**config.mk**
```make
export PLATFORM = sky130hd
export DESIGN_NAME = pipe_stage_buf_flat
export DESIGN_NICKNAME = d
export VERILOG_FILES = /design/src/rtl/pipe_stage_buf_if.sv /design/src/rtl/pipe_stage_buf.sv /design/src/flat_wrapper.sv
export SDC_FILE = /design/constraint.sdc
export NUM_CORES = 1
export LEC_CHECK = 0
export ABC_AREA = 1
export CAP_MARGIN = 30
export CORE_AREA = 2 2 177 161
export DETAILED_ROUTE_END_ITERATION = 8
export DIE_AREA = 0 0 179 163
export PLACE_DENSITY = 0.73
export SLEW_MARGIN = 20
export SYNTH_ARGS = -nofsm -noshare
export SYNTH_HDL_FRONTEND = slang
export SYNTH_SLANG_ARGS = --single-unit
```
**constraint.sdc**
```tcl
create_clock -name clock -period 4.4 [get_ports clock]
set_input_delay 0.44 -clock clock [delete_from_list [all_inputs] [get_ports clock]]
set_output_delay 0.44 -clock clock [all_outputs]
set_load 0.005 [all_outputs]
```
**src/rtl/pipe_stage_buf_if.sv**
```systemverilog
// Handshake bundle between a pipeline stage and its neighbours.
// The upstream side (in_*) and the downstream side (out_*) travel together
// so one instance wires a stage to its producer and consumer.
interface pipe_stage_buf_if #(
  parameter int CTRL_W = 8,
  parameter int DATA_W = 128
);
  logic              in_valid;
  logic              in_ready;
  logic [CTRL_W-1:0] in_ctrl;
  logic [DATA_W-1:0] in_data;
  logic              out_valid;
  logic              out_ready;
  logic [CTRL_W-1:0] out_ctrl;
  logic [DATA_W-1:0] out_data;

  // Environment side: produces upstream beats and consumes downstream beats.
  modport master (
    output in_valid, in_ctrl, in_data, out_ready,
    input  in_ready, out_valid, out_ctrl, out_data
  );

  // Stage side.
  modport slave (
    input  in_valid, in_ctrl, in_data, out_ready,
    output in_ready, out_valid, out_ctrl, out_data
  );
endinterface

```
**src/rtl/pipe_stage_buf.sv**
```systemverilog
// Inter-stage pipeline register with a 2-entry skid buffer, flush and
// NOP-bubble insertion. in_ready is registered so downstream backpressure
// never reaches upstream combinationally; out_* come straight from flops.
module pipe_stage_buf #(
  parameter int CTRL_W     = 8,
  parameter int DATA_W     = 128,
  parameter bit CLEAR_DATA = 1'b1,
  parameter int CNT_W      = 16
) (
  input  logic             clock,
  input  logic             reset,
  input  logic             flush,
  pipe_stage_buf_if.slave  bus,
  output logic [CNT_W-1:0] stall_cycles
);

  typedef enum logic [1:0] {
    ST_EMPTY = 2'd0,
    ST_ONE   = 2'd1,
    ST_TWO   = 2'd2
  } state_t;

  state_t            state_q, state_d;
  logic [CTRL_W-1:0] main_ctrl_q, main_ctrl_d;
  logic [DATA_W-1:0] main_data_q, main_data_d;
  logic [CTRL_W-1:0] skid_ctrl_q, skid_ctrl_d;
  logic [DATA_W-1:0] skid_data_q, skid_data_d;
  logic              in_ready_q, in_ready_d;
  logic [CNT_W-1:0]  stall_q, stall_d;

  logic acc;
  logic drn;
  logic out_valid;

  assign out_valid = (state_q != ST_EMPTY);
  assign acc       = bus.in_valid & in_ready_q;
  assign drn       = out_valid & bus.out_ready;

  // Next state of the buffer: flush wins over any handshake, then the
  // occupancy-driven moves between main and skid registers.
  always_comb begin
    state_d     = state_q;
    main_ctrl_d = main_ctrl_q;
    main_data_d = main_data_q;
    skid_ctrl_d = skid_ctrl_q;
    skid_data_d = skid_data_q;

    if (flush) begin
      state_d     = ST_EMPTY;
      main_ctrl_d = '0;
      skid_ctrl_d = '0;
      if (CLEAR_DATA) begin
        main_data_d = '0;
        skid_data_d = '0;
      end
    end else begin
      unique case (state_q)
        ST_EMPTY: begin
          if (acc) begin
            state_d     = ST_ONE;
            main_ctrl_d = bus.in_ctrl;
            main_data_d = bus.in_data;
          end
        end
        ST_ONE: begin
          if (acc && drn) begin
            main_ctrl_d = bus.in_ctrl;
            main_data_d = bus.in_data;
          end else if (acc) begin
            state_d     = ST_TWO;
            skid_ctrl_d = bus.in_ctrl;
            skid_data_d = bus.in_data;
          end else if (drn) begin
            // Bubble: control goes to NOP, payload is left as-is.
            state_d     = ST_EMPTY;
            main_ctrl_d = '0;
          end
        end
        ST_TWO: begin
          if (drn) begin
            state_d     = ST_ONE;
            main_ctrl_d = skid_ctrl_q;
            main_data_d = skid_data_q;
            skid_ctrl_d = '0;
          end
        end
        default: begin
          state_d     = ST_EMPTY;
          main_ctrl_d = '0;
          skid_ctrl_d = '0;
        end
      endcase
    end

    // Ready for the next cycle follows the occupancy we are about to enter.
    in_ready_d = (state_d != ST_TWO);
  end

  // Saturating count of cycles where a beat is held against backpressure.
  always_comb begin
    stall_d = stall_q;
    if (out_valid && !bus.out_ready && (stall_q != {CNT_W{1'b1}})) begin
      stall_d = stall_q + 1'b1;
    end
  end

  // State and storage registers; reset clears everything and holds in_ready low.
  always_ff @(posedge clock) begin
    if (reset) begin
      state_q     <= ST_EMPTY;
      main_ctrl_q <= '0;
      main_data_q <= '0;
      skid_ctrl_q <= '0;
      skid_data_q <= '0;
      in_ready_q  <= 1'b0;
      stall_q     <= '0;
    end else begin
      state_q     <= state_d;
      main_ctrl_q <= main_ctrl_d;
      main_data_q <= main_data_d;
      skid_ctrl_q <= skid_ctrl_d;
      skid_data_q <= skid_data_d;
      in_ready_q  <= in_ready_d;
      stall_q     <= stall_d;
    end
  end

  assign bus.in_ready  = in_ready_q;
  assign bus.out_valid = out_valid;
  assign bus.out_ctrl  = main_ctrl_q;
  assign bus.out_data  = main_data_q;
  assign stall_cycles  = stall_q;

endmodule

```
**src/flat_wrapper.sv**
```systemverilog
// flat-port wrapper written by rule: the top's interface ports become plain ports
module pipe_stage_buf_flat 
#(
  parameter int CTRL_W     = 8,
  parameter int DATA_W     = 128,
  parameter bit CLEAR_DATA = 1'b1,
  parameter int CNT_W      = 16
)
  (clock, reset, flush, stall_cycles, bus_in_valid, bus_in_ctrl, bus_in_data, bus_out_ready, bus_in_ready, bus_out_valid, bus_out_ctrl, bus_out_data);
  pipe_stage_buf_if #(.CTRL_W(CTRL_W), .DATA_W(DATA_W)) bus_i ();
  input  logic clock;
  input  logic reset;
  input  logic flush;
  output logic [CNT_W-1:0] stall_cycles;
  input wire logic [$bits(bus_i.in_valid)-1:0] bus_in_valid;
  input wire logic [$bits(bus_i.in_ctrl)-1:0] bus_in_ctrl;
  input wire logic [$bits(bus_i.in_data)-1:0] bus_in_data;
  input wire logic [$bits(bus_i.out_ready)-1:0] bus_out_ready;
  output wire logic [$bits(bus_i.in_ready)-1:0] bus_in_ready;
  output wire logic [$bits(bus_i.out_valid)-1:0] bus_out_valid;
  output wire logic [$bits(bus_i.out_ctrl)-1:0] bus_out_ctrl;
  output wire logic [$bits(bus_i.out_data)-1:0] bus_out_data;
  assign bus_i.in_valid = bus_in_valid;
  assign bus_i.in_ctrl = bus_in_ctrl;
  assign bus_i.in_data = bus_in_data;
  assign bus_i.out_ready = bus_out_ready;
  assign bus_in_ready = bus_i.in_ready;
  assign bus_out_valid = bus_i.out_valid;
  assign bus_out_ctrl = bus_i.out_ctrl;
  assign bus_out_data = bus_i.out_data;
  pipe_stage_buf #(.CTRL_W(CTRL_W), .DATA_W(DATA_W), .CLEAR_DATA(CLEAR_DATA), .CNT_W(CNT_W)) u_core (.clock(clock), .reset(reset), .flush(flush), .bus(bus_i), .stall_cycles(stall_cycles));
endmodule
```
-- After elaboration in Yosys (flattened, before gate mapping)
Index checks and enable logic that the tools add are counted.
- flip-flop bits (word level): 291
- bits of input ports: 141
- output and inout bits: 154
- word-level logic and storage cells: 54
- add/subtract/negate cells: 1
- equality and inequality tests: 11
- muxes and demuxes: 19
- bitwise logic cells: 4
- reduce and logical (&&, ||, !) cells: 12
- operators by type and width (kind ; number):
    $mux W128 ; 3
    $pmux W128 S3 ; 1
    $mux W8 ; 6
    $pmux W8 S3 ; 2
    $add A16 B1 Y16 const B ; 1
    $ne A16 B16 Y1 const B ; 1
    $mux W2 ; 6
    $reduce_and A4 Y1 ; 3
    $ne A2 B1 Y1 const B ; 4
    $pmux W2 S3 ; 1
    $ne A2 B2 Y1 const B ; 2
    $logic_and A1 B1 Y1 ; 3
    $ne A3 B1 Y1 const B ; 1
    $ne A3 B3 Y1 const B ; 1
    $reduce_and A3 Y1 ; 1
    $reduce_bool A3 Y1 ; 1
    $and A1 B1 Y1 ; 2
    $eq A2 B1 Y1 const B ; 1
    $eq A2 B2 Y1 const B ; 1
    $logic_not A2 Y1 ; 1
    $not A1 Y1 ; 2
    $reduce_bool A2 Y1 ; 1
    $reduce_or A2 Y1 ; 1
    $logic_not A1 Y1 ; 1

-- Logic depth before layout (Yosys ltp)
Gate-level depths: netlist of run 1.
- word-level depth: 8
- mapped depth: 10
- mapped depth without buffers: 9

-- Worst setup path after synthesis of run 1
OpenSTA, ideal clock, no wires.
- path type: flip-flop to flip-flop
- start: register u_core.stall_q[0] (netlist: u_core.stall_cycles[0])
- end: register u_core.stall_q[10] (netlist: u_core.stall_cycles[10])
- library setup time: 0.132 ns
- arrival time: 1.395 ns
- required time: 4.268 ns
- path slack: 2.873 ns
- stages on the path, launching flop included: 10
- path buffers: 1
- period minus slack after synthesis: 1.527 ns
- cells stage by stage: dfxtp_1 -> ha_1 -> inv_1 -> nor2_1 -> nand2_1 -> nor2_1 -> nor2_4 -> buf_2 -> nand2_1 -> a21oi_1
- longest elaborated chain between the ends: 2
- elaborated cells on any way between the ends: 3
- those cells by class: add/sub: 1; eq/ne: 1; reduce/logical: 1
- ends and longest elaborated chain (item ; RTL line ; text):
    start, declared ; pipe_stage_buf.sv:29 ; logic [CNT_W-1:0] stall_q, stall_d;
    start signal, assigned ; pipe_stage_buf.sv:124 ; stall_q <= stall_d;
    branches (longest 2 deep; another with $add A16 B1 Y16) ; -- ;
Parallel ways; which one is timed is not known.
A chain may end at the register's enable or synchronous reset.

-- Worst setup path after layout of run 1
- start: register u_core.state_q[0]
- end: register u_core.main_data_q[111] (netlist: u_core.bus.out_data[111])
- longest elaborated chain between the ends: 5
- elaborated cells on any way between the ends: 12
- those cells by class: eq/ne: 5; mux: 1; bitwise: 1; reduce/logical: 5
- ends and longest elaborated chain (item ; RTL line ; text):
    start, declared ; pipe_stage_buf.sv:23 ; state_t state_q, state_d;
    start signal, assigned ; pipe_stage_buf.sv:118 ; state_q <= state_d;
    $reduce_bool A2 Y1 ; pipe_stage_buf.sv:35 ; assign out_valid = (state_q != ST_EMPTY);
    $and A1 B1 Y1 ; pipe_stage_buf.sv:37 ; assign drn = out_valid & bus.out_ready;
    $logic_and A1 B1 Y1 ; pipe_stage_buf.sv:66 ; if (acc && drn) begin
    $ne A2 B1 Y1 (no source line) ; -- ;
    $reduce_and A4 Y1 (no source line) ; -- ;
    end signal, assigned ; pipe_stage_buf.sv:120 ; main_data_q <= main_data_d;
    end, declared ; pipe_stage_buf.sv:25 ; logic [DATA_W-1:0] main_data_q, main_data_d;
Parallel ways exist; a longest one is shown, timed or not.

==> qor.txt, run 1 <==
Reg2Reg Depth: 7
ANT nets after route: 0
Hold Startpoint: u_core.bus.out_data[68]
Initial antenna violation count: 1
Max H-tree Level: 1
First-pass GRT wire length: 51900 um
Total power: 0.00576 W
Cts bufs inserted: 31
Post-synthesis register bit count: 291
Nets@finish: 2044
CTS sink count: 291
Final Slew Violations: 0
HP Class: flop to flop
DRC errors left: 0
Initial Utilization: 0.442
Pwr Density: 360 mW/mm^2
Sw Share: 0.222
Diode count: 0
Worst clock skew: 0.0134 ns
Critical Path Source Type: flop
Cell-internal power: 0.00448 W
Post-CTS setup buffer count: 0
Die height: 163 um
Clock Latency Late Sink: 0.54 ns
Number of global-route vias before repair: 10378
Slew headroom: 0.403
# rows: 58
Synth area leaders: dfxtp_1 (48%), a21oi_1 (11%), o21ai_0 (9.4%)
Die W: 179 um
Pleak: 5.76 nW
Ys flop type: dfxtp_1
Seq/Total Area, Yosys: 0.480
Hold Vio Cnt, Final: 0
Mapped Cells: 1683
Top-area cell type share of the netlist area: 0.480
Least-Margin Pin Slew: 0.896 ns
Max clock buf depth: 3
Worst path required time: 4.87 ns
WHS Path Cells: 2
DRT Pass-1 Iters: 4
Max_cap viols: 0
Syn. warnings: 0
Sw power: 0.00128 W
Cell Area, Synth: 0.0121 sq mm
Final setup fails: 0
Largest net degree at the start of global routing: 208
Layout fillers: 2514
Clk slew on worst S/H paths: 0.06 ns
Syn-to-layout area delta: 31.7%
IO Port Bufs: 294
Arrival time at the worst endpoint: 2.82 ns
Crit-path max FO: 92
HPWL Detailed: 20600 um
Post-CTS Hold Fix Bufs: 0
Max Clk Rate: 426 MHz
Avg WL per Cell: 14.2 um
Crit share post-route: 0.534
CP Capture Type: flop
TritonCTS clock tree: done
Placeable Area: 0.0275 sq mm
GPL Wtd Cong: 0.853
Launch point of the worst path: u_core.state_q[0]
Reg2Reg Launch Point: u_core.state_q[0]
Area leader, netlist: dfxtp_1
Clock Root Buffer: clkbuf_16
Syn Area/Cell: 7.22 sq um
Setup Crit Path Kind: flop to flop
Vias: 11459
Synth unique cells: 29
GR Overflow Total: 0
Status: finished, final reports clean
RSZ-0062 raised after global routing: no
Flop pwr share: 0.469
Detailed Route WL: 32500 um
DRT iter0 DRCs: 838
PostCTS Resize Cnt: 0
Gr usage total: 0.216
Boundary pin count: 295
Layout cells sized above 1: 0.0396
Fin Hold WS: 0.444 ns
Synthesized Nets: 1825
Fin Setup TNS: 0 ns
EDFF count, synth: 0
Die area: 0.0292 sq mm
Min Tclk post-route: 2.35 ns
Combinational Power Share: 0.085
Clk network pwr share: 0.446
Via density: 5.03
Async S/R FF share, synth: 0
VDD IR max: 246 uV
-- Yosys cell counts (2+ instances only) --
master and instances:
clkbuf_2 3, nand4_1 6, inv_1 166, a21oi_1 279, nand2_1 278, inv_2 4, buf_6 18, dfxtp_1 291
nand3_1 19, xor2_1 3, nor2_1 220, nor2_4 3, xnor2_1 3, buf_4 11, clkbuf_1 48, o21ai_1 54
o21ai_0 227, o21ai_2 2, nand2_4 3, buf_2 36
-- state kept, by name (all words and copies together), names as in the netlist --
signal / cells
u_core.bus.in_ready: 1
u_core.bus.out_ctrl: 8
u_core.bus.out_data: 128
u_core.skid_ctrl_q: 8
u_core.skid_data_q: 128
u_core.stall_cycles: 16
u_core.state_q: 2
-- power groups by stage --
| stage | registers [W] | clock network [W] | logic, W |
|---|---|---|---|
| floorplan | 0.00276 | 0 | 0.000228 |
| global route | 0.00271 | 0.00273 | 0.000545 |
| global placement | 0.00276 | 0 | 0.000482 |
| CTS | 0.00270 | 0.00262 | 0.000492 |
| detailed placement | 0.00276 | 0 | 0.000489 |
| finish | 0.00270 | 0.00257 | 0.000490 |
-- layer usage --
layer / routed length [um] / share of wire / GRT usage / vias up
met4: 1110 / 0.034 / 0.0761 / 2
met2: 14500 / 0.45 / 0.337 / 321
met5: 13 / 0.00040 / 0 / -
li1: - / - / - / 5855
met1: 14700 / 0.45 / 0.297 / 5211
met3: 2120 / 0.065 / 0.0425 / 70
-- per-stage QoR --
stage	instance area (sq um)	instances	worst slack, ns	util
3_3_place_gp	15000	2229	1.69	0.545
4_1_cts	16000	2279	2.04	0.582
2_1_floorplan	12100	1683	2.87	-
5_1_grt	16000	2279	1.82	0.582
6_report	16000	2279	2.05	0.582
3_5_place_dp	15000	2229	1.68	0.545
-- final timing paths --
| check | to | slack [ns] |
|---|---|---|
| max | u_core.bus.out_data[111] | 2.05 |
| min | u_core.bus.out_data[68] | 0.44 |
| max reg2reg | u_core.bus.out_data[111] | 2.05 |
| min reg2reg | u_core.bus.out_data[68] | 0.44 |
-- final cells by class --
class	count	area [sq um]	area share
multi-input combinational	1103	5010	0.313
sequential	291	5830	0.364
tap	360	450	0.0281
timing repair buffer	304	3070	0.192
inverter	171	647	0.0404
clock buffer	43	921	0.0575
clock inverter	7	85.1	0.00532
-- cells by family (layout without fill, tap and decap cells) --
family,Yosys count,in the layout,synth area share
fa+ha+maj,1,1,0.00103
buf+inv,289,525,0.109
compound gates,563,563,0.233
xor+xnor,6,6,0.00433
simple gates,533,533,0.173
flops,291,291,0.480
-- placed cells by master, fill, tap and decap left out, types with 3 or more instances in the layout --
cell type / n
a21oi_1: 279
buf_12: 4
buf_4: 6
clkbuf_16: 31
clkbuf_8: 10
clkdlybuf4s50_1: 294
clkinv_2: 5
dfxtp_1: 291
inv_1: 165
inv_2: 4
nand2_1: 277
nand2_4: 4
nand3_1: 19
nand4_1: 6
nor2_1: 220
nor2_4: 3
o21ai_0: 226
o21ai_1: 55
xnor2_1: 3
xor2_1: 3
-- worst max-delay path, cell delays in order, from the launching register on --
cell	delay [ns]
dfxtp_1	0.50
nor2_4	0.08
inv_4	0.63
buf_4	0.56
nand2_1	0.11
a21oi_1	0.17
a21oi_1	0.06
nor2_1	0.12
No activity file was read; power rests on OpenSTA's default activity.
==> run 2: changes to the inputs <==
==> constraint.sdc (replaced) <==
create_clock -name clock -period 2.4 [get_ports clock]
set_input_delay 0.24 -clock clock [delete_from_list [all_inputs] [get_ports clock]]
set_output_delay 0.24 -clock clock [all_outputs]
set_load 0.005 [all_outputs]
==> run 2 against run 1 <==
  * Non-clock buffer count grew 11
  * Clock power grew 78%
  * Cell count grew 0.75%
  * Core utilization grew 0.38 points
  * Setup slack lost 1.6 ns
  * Cell area grew 0.66%
  * Via count is essentially flat
==> qor.txt, run 2 (synthesized netlist as in run 1, its figures left out) <==
Max Clk Rate: 501 MHz
Post-CTS Hold Fix Bufs: 0
Layout Cells excl Fill: 2296
Least-Margin Pin Slew: 0.753 ns
Placeable Area: 0.0275 sq mm
Fin Setup TNS: 0 ns
Pwr Density: 648 mW/mm^2
GPL Wtd Cong: 0.850
Boundary pin count: 295
Cts bufs inserted: 31
Crit share post-route: 0.831
Delay of the slowest critical-path stage: 0.51 ns
Fin util: 0.586
Gr usage total: 0.215
Slew headroom: 0.498
DRT iter0 DRCs: 770
Syn-to-layout area delta: 32.6%
IO Port Bufs: 294
Die area: 0.0292 sq mm
Layout fillers: 2510
Nets@finish: 2055
Placement Setup Slack: 0.402 ns
Layout cells sized above 1: 0.0460
Hold Vio Cnt, Final: 0
Detailed Route WL: 32300 um
# rows: 58
Critical Path Source Type: flop
CP Capture Type: output pin
Final setup fails: 0
Clock Latency Late Sink: 0.55 ns
Max clock buf depth: 3
Pleak: 5.82 nW
Number of global-route vias before repair: 10654
Multi-input gate area: 0.00501 sq mm
Total power: 0.0104 W
DRC errors left: 0
Initial antenna violation count: 0
TritonCTS clock tree: done
HP Class: input pin to flop
GR Overflow Total: 0
ANT nets after route: 0
Setup Crit Path Kind: flop to output pin
Post-CTS setup buffer count: 0
FF/Latch Area: 0.00583 sq mm
Initial Utilization: 0.442
Clock Root Buffer: clkbuf_16
CTS sink count: 291
Inst Count DP: 2240
Min Tclk post-route: 1.99 ns
Final Slew Violations: 0
Diode count: 0
Crit-path max FO: 5
Worst clock skew: 0.0161 ns
DRT Pass-1 Iters: 5
VDD IR max: 476 uV
First-pass GRT wire length: 51900 um
Avg WL per Cell: 14.1 um
Final setup margin: 0.405 ns
Die W: 179 um
PostCTS Resize Cnt: 0
Worst path required time: 2.16 ns
Max_cap viols: 0
RSZ-0062 raised after global routing: no
Via density: 4.99
Largest net degree at the start of global routing: 143
Commonest non-fill, non-tap cell in the layout: clkdlybuf4s50_1
HPWL Detailed: 21100 um
Crit-path cells: inv_2, nand2_4, clkdlybuf4s50_1
CP max stage cell: clkdlybuf4s50_1
Max H-tree Level: 1
Die height: 163 um
Clk slew on worst S/H paths: 0.06 ns
Arrival time at the worst endpoint: 1.75 ns
Commonest non-fill, non-tap cells in the layout: clkdlybuf4s50_1 (294), dfxtp_1 (291), a21oi_1 (279), nand2_1 (277), o21ai_0 (227)
Status: finished, final reports clean
Vias: 11452
run 2: final cells by class:
| class | count | share of cell area |
|---|---|---|
| flip-flops and latches | 291 | 0.362 |
| well taps | 360 | 0.0280 |
| clock inverters | 13 | 0.00621 |
| repair buffers | 315 | 0.199 |
| multi-input cells | 1103 | 0.311 |
| inverters | 171 | 0.0402 |
| clock buffers | 43 | 0.0547 |
run 2: worst paths after layout:
path	start	end	slack (ns)	cells after the start
max	u_core.state_q[0]	bus_out_valid	0.41	3
min	bus_in_data[116]	u_core.skid_data_q[116]	0.33	3
max reg2reg	u_core.stall_cycles[1]	u_core.stall_cycles[5]	0.47	8
min reg2reg	u_core.bus.out_data[20]	u_core.bus.out_data[20]	0.44	2
run 2: worst max-delay path: cells and delay by family, from the launching register on:
kind | cells | cell delay [ns]
buffers and inverters | 2 | 0.61
flip-flops | 1 | 0.50
AND/OR/NAND/NOR | 1 | 0.10
run 2: layer usage:
layer,share of wire,up-vias,wire (um),track usage
met2,0.46,319,14800,0.353
met5,0,-,0,0
met4,0.030,0,954,0.0661
met3,0.067,65,2150,0.0472
met1,0.45,5189,14400,0.281
li1,-,5879,-,-
run 2: where the power goes:
group          leakage [nW]  internal (W)  total, W  switching (W)
combinational          2.97      0.000473  0.000912       0.000439
sequential             2.35       0.00491   0.00495      0.0000443
clock                 0.490       0.00266   0.00458        0.00192
total                  5.82       0.00804    0.0104        0.00240
run 2: stage by stage:
stage | hold WS [ns] | instance area (sq um)
after floorplan | 0.319 | 12100
after CTS | 0.309 | 16100
after detailed placement | 0.436 | 15100
after global placement | 0.431 | 15100
final | 0.327 | 16100
after global routing | 0.342 | 16100
==> run 3: changes to the inputs <==
==> constraint.sdc (replaced) <==
create_clock -name clock -period 2 [get_ports clock]
set_input_delay 0.2 -clock clock [delete_from_list [all_inputs] [get_ports clock]]
set_output_delay 0.2 -clock clock [all_outputs]
set_load 0.005 [all_outputs]
==> run 3 against run 2 <==
  * Sequential share of layout area fell by 0.58 points
  * Cell area grew 1.7%
  * Register-to-register slack worse by 0.17 ns
  * Setup slack worse by 0.27 ns
  * Count of clock-buffer cells in the layout unchanged
  * Routed wire length rose by 1.7%
  * Non-clock buffer count increased by 9
  * Largest cell class unchanged
  * Global-route usage grew 0.40 points
  * Cell count up 0.48%
==> qor.txt, run 3 (synthesized netlist as in run 1, its figures left out) <==
Die height: 163 um
First-pass GRT wire length: 52800 um
Gr usage total: 0.219
Fin area: 0.0164 sq mm
Crit path to: bus_out_valid
Layout fillers: 2489
VDD IR max: 615 uV
Clk slew on worst S/H paths: 0.06 ns
Commonest non-fill, non-tap cells in the layout: clkdlybuf4s50_1 (294), dfxtp_1 (290), a21oi_1 (279), nand2_1 (277), o21ai_0 (227)
Cts bufs inserted: 31
Launch point of the worst path: u_core.state_q[1]
Arrival time at the worst endpoint: 1.67 ns
Sw Share: 0.221
Number of global-route vias before repair: 10739
HPWL Detailed: 21900 um
Placeable Area: 0.0275 sq mm
Max Clk Rate: 535 MHz
Max H-tree Level: 1
Detailed Route WL: 32800 um
Post-CTS setup buffer count: 0
Area post-placement: 0.0153 sq mm
Reg2Reg Depth: 7
Hold Vio Cnt, Final: 0
Inst Count DP: 2249
Min Tclk post-route: 1.87 ns
GR Overflow Total: 0
HP Class: input pin to flop
Vias: 11505
Clock Latency Late Sink: 0.55 ns
Layout cells sized above 1: 0.0509
Die W: 179 um
Least-Margin Pin Slew: 0.458 ns
Setup Crit Path Kind: flop to output pin
Crit-path max FO: 9
Commonest non-fill, non-tap cell in the layout: clkdlybuf4s50_1
Nets@finish: 2064
CTS sink count: 291
Initial Utilization: 0.442
Pwr Density: 806 mW/mm^2
Boundary pin count: 295
DRT iter0 DRCs: 727
Reg2Reg Launch Point: u_core.state_q[1]
RSZ-0062 raised after global routing: no
ANT nets after route: 0
Combinational Power Share: 0.085
Post-CTS Hold Fix Bufs: 0
Sw power: 0.00291 W
Layout Cells excl Fill: 2307
GPL Wtd Cong: 0.835
Clk network pwr share: 0.464
RR Endpoint: u_core.bus.out_data[27]
Initial antenna violation count: 2
Critical Path Source Type: flop
DRC errors left: 0
Max clock buf depth: 3
Avg WL per Cell: 14.2 um
Clock Root Buffer: clkbuf_16
Crit share post-route: 0.934
# rows: 58
R2R Setup Slk: 0.30 ns
Max_cap viols: 0
Slew headroom: 0.692
Syn-to-layout area delta: 34.8%
Worst clock skew: 0.0101 ns
Worst path required time: 1.80 ns
Final Slew Violations: 0
Final setup fails: 0
Die area: 0.0292 sq mm
CP Capture Type: output pin
Via density: 4.99
DRT Pass-1 Iters: 5
TritonCTS clock tree: done
Flop pwr share: 0.450
Cell-internal power: 0.0103 W
Fin Setup TNS: 0 ns
Pleak: 5.93 nW
IO Port Bufs: 294
Largest net degree at the start of global routing: 113
Status: finished, final reports clean
==> run 3: cell count changes in the layout (fill, tap and decap cells not counted), sizes merged <==
cell | before | now
buf | 21 | 30
bufinv | 1 | 6
clkinv | 10 | 5
clkinvlp | 1 | 2
diode | 0 | 1
==> run 3: layout make-up <==
class	count	area (sq um)	share of cell area
Antenna cell	1	2.50	0.000153
Timing Repair Buffer	324	3340	0.204
Clock inverter	14	229	0.0140
Sequential cell	291	5830	0.356
Inverter	171	647	0.0395
Clock buffer	43	871	0.0532
Tap cell	360	450	0.0275
Multi-Input combinational cell	1103	5010	0.306
==> run 3: repair_timing <==
| item | CTS | global route |
|---|---|---|
| gates resized for setup | 0 | 1 |
| setup endpoints to repair | 0 | 1 |
| endpoints found under the hold margin | 0 | 0 |
==> run 3: routing by layer <==
| layer | wire [um] | up-vias | GRT usage |
|---|---|---|---|
| li1 | - | 5893 | - |
| met1 | 14600 | 5216 | 0.293 |
| met2 | 15100 | 326 | 0.351 |
| met3 | 2030 | 68 | 0.0418 |
| met4 | 1030 | 2 | 0.0758 |
| met5 | 13 | - | 0 |
==> run 3: how the worst min path moves through the flow <==
stage / from / slack, ns / depth (start not counted) / endpoint
6_report: bus_in_data[108] / 0.29 / 3 / u_core.skid_data_q[108]
5_1_grt: bus_in_data[108] / 0.28 / 3 / u_core.skid_data_q[108]
4_1_cts: bus_in_data[108] / 0.27 / 3 / u_core.skid_data_q[108]
3_5_place_dp: u_core.bus.out_data[41] / 0.44 / 2 / u_core.bus.out_data[41]
3_3_place_gp: u_core.skid_data_q[37] / 0.43 / 2 / u_core.skid_data_q[37]
2_1_floorplan: flush / 0.28 / 1 / u_core.state_q[1]
==> run 3: critical path, stage by stage (launching register included) <==
cell             delay, ns
dfxtp_1               0.40
inv_4                 0.11
nand2_4               0.11
clkdlybuf4s50_1       0.50
==> run 3: power groups by stage <==
stage / clock (W) / combinational [W] / sequential [W]
3_3_place_gp: 0 / 0.00111 / 0.00607
6_report: 0.00613 / 0.00113 / 0.00594
5_1_grt: 0.00648 / 0.00125 / 0.00595
2_1_floorplan: 0 / 0.000503 / 0.00607
4_1_cts: 0.00624 / 0.00113 / 0.00594
3_5_place_dp: 0 / 0.00112 / 0.00607
==> run 3: metrics by stage <==
stage               utilization  setup slack (ns)  total power (W)  hold WS, ns
global route              0.595            0.0330           0.0137        0.285
global placement          0.555             0.128          0.00717        0.433
CTS                       0.595            0.0379           0.0133        0.271
finish                    0.595             0.132           0.0132        0.293
floorplan                     -             0.473          0.00657        0.279
detailed placement        0.555            0.0919          0.00719        0.437
